File: config.mk
export PLATFORM = sky130hd
export DESIGN_NAME = street_light_ctrl_mc
export DESIGN_NICKNAME = d
export VERILOG_FILES = /design/src/rtl/sl_pkg.sv /design/src/rtl/sl_tick_gen.sv /design/src/rtl/street_light_ctrl_mc.sv
export SDC_FILE = /design/constraint.sdc
export NUM_CORES = 1
export LEC_CHECK = 0
export CORE_MARGIN = 5
export CORE_UTILIZATION = 50
export CTS_CLUSTER_SIZE = 40
export DETAILED_ROUTE_END_ITERATION = 7
export GPL_ROUTABILITY_DRIVEN = 0
export HOLD_SLACK_MARGIN = 0.05
export PLACE_DENSITY = 0.69
export RECOVER_POWER = 25
export SYNTH_ARGS = -nofsm -noshare
export SYNTH_HDL_FRONTEND = slang
export SYNTH_HIERARCHICAL = 1
export SYNTH_SLANG_ARGS = --single-unit
File: constraint.sdc
create_clock -name clk -period 3.25 [get_ports clk]
set_input_delay 0.65 -clock clk [delete_from_list [all_inputs] [get_ports clk]]
set_output_delay 0.65 -clock clk [all_outputs]
set_load 0.05 [all_outputs]
File: src/rtl/sl_pkg.sv
// rtl/sl_pkg.sv - shared state encoding and helpers for street_light_ctrl_mc
package sl_pkg;

    typedef enum logic [1:0] {
        DAY   = 2'b00,
        DUSK  = 2'b01,
        NIGHT = 2'b11,
        DAWN  = 2'b10
    } sl_state_e;

    function automatic logic is_lit(input sl_state_e state);
        return (state == NIGHT) || (state == DAWN);
    endfunction

endpackage

File: src/rtl/sl_tick_gen.sv
// rtl/sl_tick_gen.sv - free-running divider producing a one-clk debounce tick strobe
module sl_tick_gen #(
    parameter int TICK_DIV = 200000
) (
    input  logic clk,
    input  logic reset,
    output logic tick
);

    localparam int CW = (TICK_DIV > 1) ? $clog2(TICK_DIV) : 1;
    localparam logic [CW-1:0] LAST = CW'(TICK_DIV - 1);

    logic [CW-1:0] r_cnt;

    always_ff @(posedge clk or posedge reset) begin
        if (reset) begin
            r_cnt <= '0;
        end else if (r_cnt == LAST) begin
            r_cnt <= '0;
        end else begin
            r_cnt <= r_cnt + CW'(1);
        end
    end

    // Strobe decoded from the counter so it lines up with the wrap cycle
    assign tick = (r_cnt == LAST);

endmodule

File: src/rtl/street_light_ctrl_mc.sv
// rtl/street_light_ctrl_mc.sv - multi-channel debounced day/night lamp controller with PWM dimming; optional STREET_LIGHT_OVERRIDE_EN
module street_light_ctrl_mc
    import sl_pkg::*;
#(
    parameter int NUM_CH         = 4,
    parameter int TICK_DIV       = 200000,
    parameter int DEBOUNCE_TICKS = 8,
    parameter int PWM_W          = 8
) (
    input  logic              clk,
    input  logic              reset,
    input  logic [NUM_CH-1:0] sensor,
    input  logic [PWM_W-1:0]  brightness,
`ifdef STREET_LIGHT_OVERRIDE_EN
    input  logic [NUM_CH-1:0] force_en,
    input  logic [NUM_CH-1:0] force_val,
`endif
    output logic [NUM_CH-1:0] light_on,
    output logic [NUM_CH-1:0] pwm_out,
    output logic              tick
);

    localparam int DCW = $clog2(DEBOUNCE_TICKS + 1);
    localparam logic [DCW-1:0] D_LAST = DCW'(DEBOUNCE_TICKS - 1);

    logic              w_tick;
    logic [NUM_CH-1:0] r_sync1;
    logic [NUM_CH-1:0] r_sync2;
    logic [PWM_W-1:0]  r_pwm_cnt;
    logic              w_pwm_on;
    logic [NUM_CH-1:0] w_lit_next;
    logic [NUM_CH-1:0] r_light_on;
    logic [NUM_CH-1:0] r_pwm_out;

    sl_tick_gen #(
        .TICK_DIV(TICK_DIV)
    ) u_tick_gen (
        .clk  (clk),
        .reset(reset),
        .tick (w_tick)
    );

    always_ff @(posedge clk or posedge reset) begin
        if (reset) begin
            r_sync1   <= '0;
            r_sync2   <= '0;
            r_pwm_cnt <= '0;
        end else begin
            r_sync1   <= sensor;
            r_sync2   <= r_sync1;
            r_pwm_cnt <= r_pwm_cnt + PWM_W'(1);
        end
    end

    // All-ones brightness must hold the lamp fully on, which the compare alone cannot reach
    assign w_pwm_on = (brightness == {PWM_W{1'b1}}) || (r_pwm_cnt < brightness);

    for (genvar g = 0; g < NUM_CH; g++) begin : g_ch
        sl_state_e      r_state;
        sl_state_e      w_state_nxt;
        logic [DCW-1:0] r_cnt;
        logic [DCW-1:0] w_cnt_nxt;
        logic           w_s;

        assign w_s = r_sync2[g];

        // A sensor reversal is tested before the tick so it wins a same-cycle collision
        always_comb begin
            w_state_nxt = r_state;
            w_cnt_nxt   = r_cnt;
            case (r_state)
                DAY: begin
                    if (w_s) begin
                        w_state_nxt = DUSK;
                        w_cnt_nxt   = '0;
                    end
                end
                DUSK: begin
                    if (!w_s) begin
                        w_state_nxt = DAY;
                        w_cnt_nxt   = '0;
                    end else if (w_tick) begin
                        if (r_cnt == D_LAST) begin
                            w_state_nxt = NIGHT;
                            w_cnt_nxt   = '0;
                        end else begin
                            w_cnt_nxt = r_cnt + DCW'(1);
                        end
                    end
                end
                NIGHT: begin
                    if (!w_s) begin
                        w_state_nxt = DAWN;
                        w_cnt_nxt   = '0;
                    end
                end
                DAWN: begin
                    if (w_s) begin
                        w_state_nxt = NIGHT;
                        w_cnt_nxt   = '0;
                    end else if (w_tick) begin
                        if (r_cnt == D_LAST) begin
                            w_state_nxt = DAY;
                            w_cnt_nxt   = '0;
                        end else begin
                            w_cnt_nxt = r_cnt + DCW'(1);
                        end
                    end
                end
                default: begin
                    w_state_nxt = DAY;
                    w_cnt_nxt   = '0;
                end
            endcase
        end

        always_ff @(posedge clk or posedge reset) begin
            if (reset) begin
                r_state <= DAY;
                r_cnt   <= '0;
            end else begin
                r_state <= w_state_nxt;
                r_cnt   <= w_cnt_nxt;
            end
        end

`ifdef STREET_LIGHT_OVERRIDE_EN
        assign w_lit_next[g] = force_en[g] ? force_val[g] : is_lit(r_state);
`else
        assign w_lit_next[g] = is_lit(r_state);
`endif
    end

    always_ff @(posedge clk or posedge reset) begin
        if (reset) begin
            r_light_on <= '0;
            r_pwm_out  <= '0;
        end else begin
            r_light_on <= w_lit_next;
            r_pwm_out  <= w_lit_next & {NUM_CH{w_pwm_on}};
        end
    end

    assign light_on = r_light_on;
    assign pwm_out  = r_pwm_out;
    assign tick     = w_tick;

endmodule

==> out/results.ini <==
[pwr]
vdd_drop_max_uv=304
powerDensity_mw_per_mm2=649
leakage_nw=1.88

[final_layout]
fillers=600
layout_common_cells=dfrtp_1, ha_1, nor2_1, inv_1, a21oi_1
fin_cells=465
syn_to_final_growth_pct=15.7
antennaDiodeCount=0
mostFrequentLayoutCell=dfrtp_1
drive_gt1_share_pct=10.0
finalNetCount=411

[synthesis]
synth_top_area_share_pct=46.9
synth.area.top_cells=dfrtp_1, ha_1, xnor2_1
yosys_warnings=6
yosysSeqAreaShare_pct=46.9
netlist_area_mm2=0.00352
synthArstFlopShare_pct=100
synthDistinctLibCells=38
synth_edf_count=0
syn_area_per_cell_um2=10.6
ys_ff_latch=66
synthesis.nets=378
yosys.area.top_type=dfrtp_1
synth_cells=331
ys.flop_type=dfrtp_1

[critical_path]
r2r-end=g_ch[3].r_state[1]
r2r_cells=7
cp_max_fo=32
critical_path_arrival_ns=2.28
worstSetupPathType=reg -> out
end_kind=output port
cp-endpoint=tick
r2r-start=u_tick_gen/r_cnt[12]
reg2reg_setup_slack_ns=0.61
worstPathRequired_ns=2.60
crit_start=u_tick_gen/r_cnt[12]
critPathLaunchType=flip-flop

[timing]
period_share_pct=90.0
fin_setup_tns_ns=0
fin_crit_ns=2.93
setup_viol=0
relSlewSlack_pct=32.5
grt_setup_unrepaired=false
finalHoldViolCount=0
slew_viol_final=0
worst_slew_pin_slew_ns=1.01
fmax_mhz=342
clock_skew_ns=0.0123

[cts]
cts_max_level=3
clk_latency_ns=0.35
cts_buffers=9
postCtsSetupRepairBufs=0
clockRootBuffer=clkbuf_8
clk_pin_slew_worst_paths_ns=0.08
clockBufferDepth=2
cts_resized=0
cts_hold_buf=0
clock-sinks=66
cts_tree=built

[routing]
firstDrtPassIters=4
drc=0
viasPerCell=5.48
wl_per_cell_um=13.9
wl_um=6470
via_count=2550
ant_nets=0
drtIter0Drc=123

[global_routing]
antenna_found_initial=0
grt.overflow.total=0
grt_pass1_wl_um=11500
track_usage_pct=16.6
grt_max_degree=33
grt_pass1_vias=2518

[die]
fp.dieW_um=93.9
core_region_area_mm2=0.00683
initial_core_util_pct=51.6
fp-row-count=30
die_y_um=93.9
io_pins=23
dieArea_mm2=0.00883

[placed_design]
portBuffers=22
placed_cells=449
dpl.hpwl_um=4660

[min_path]
hold_path_class=reg -> reg

[run_status]
outcome=finished, final reports clean

[run]
cap_violations=0

[routing by layer]
metal,vias to the layer above,part of all wire (%),wire [um],GRT usage [%]
met1,1234,50,3240,23.0
met5,-,0,0,0
met4,0,1.9,122,6.50
met2,56,44,2850,24.5
li1,1247,-,-,-
met3,13,4.1,267,4.57
[critical path, stage by stage (launching register included)]
cell	delay (ns)
dfrtp_1	0.44
or3_4	0.40
nor4b_4	0.32
nor3b_4	0.22
buf_4	0.35
buf_12	0.19
[Yosys cell counts, drive strengths merged, types with 5 or more instances]
cell / instances
nor2b: 5
a21oi: 21
nor2: 28
dfrtp: 66
xnor2: 13
o21ai: 8
nand2: 18
mux2: 8
xor2: 6
ha: 33
inv: 28
a31oi: 6
nand4: 17
mux2i: 8
nand3: 11
[power by group]
group | switching [mW] | internal [mW]
clock network | 0.329 | 0.355
registers | 0.0620 | 0.918
logic | 0.595 | 0.384
total | 0.987 | 1.66
[kinds of logic (layout without fill, tap and decap cells)]
family	Yosys count	after routing	share of synthesized area, %
xor gates and xnor gates	19	19	4.72
buffers and inverters	31	69	3.41
muxes	16	16	5.04
DFF	66	66	46.9
AOI/OAI and AO/OA	55	55	10.5
and+or+nand+nor	111	111	17.8
adders and majority gates	33	33	11.7
[metrics by stage]
stage | instance area [um^2] | hold WS [ns] | util, % | setup WS [ns] | total power, mW
after floorplan | 3520 | 0.331 | - | 0.397 | 1.72
after global placement | 3880 | 0.332 | 56.8 | 0.730 | 1.95
after detailed placement | 3880 | 0.336 | 56.8 | 0.672 | 1.97
after CTS | 4080 | 0.355 | 59.7 | 0.330 | 2.67
after global routing | 4080 | 0.376 | 59.7 | 0.187 | 2.82
final | 4080 | 0.353 | 59.7 | 0.324 | 2.64
[how the worst min path moves through the flow]
stage,startpoint,endpoint,cells past startpoint
3_5_place_dp,r_sync1[0],r_sync2[0],0
2_1_floorplan,r_sync1[0],r_sync2[0],0
6_report,r_sync1[0],r_sync2[0],0
3_3_place_gp,r_sync1[0],r_sync2[0],0
4_1_cts,r_sync1[0],r_sync2[0],0
5_1_grt,r_sync1[0],r_sync2[0],0
[area by class of cell]
| class | count | area [um^2] | area share, % |
|---|---|---|---|
| Clock buffer | 10 | 128 | 3.13 |
| Clock inverter | 6 | 67.6 | 1.66 |
| Inverter | 28 | 105 | 2.58 |
| Multi-Input combinational cell | 234 | 1750 | 43.0 |
| Sequential cell | 66 | 1650 | 40.5 |
| Tap cell | 96 | 120 | 2.95 |
| Timing Repair Buffer | 25 | 253 | 6.20 |
[flip-flops by register name, summed over array words and instances (netlist names)]
name	flops
u_tick_gen/r_cnt	18
g_ch.r_cnt	16
g_ch.r_state	8
r_pwm_cnt	8
light_on	4
pwm_out	4
r_sync1	4
r_sync2	4
(Power assumes the default switching activity.)
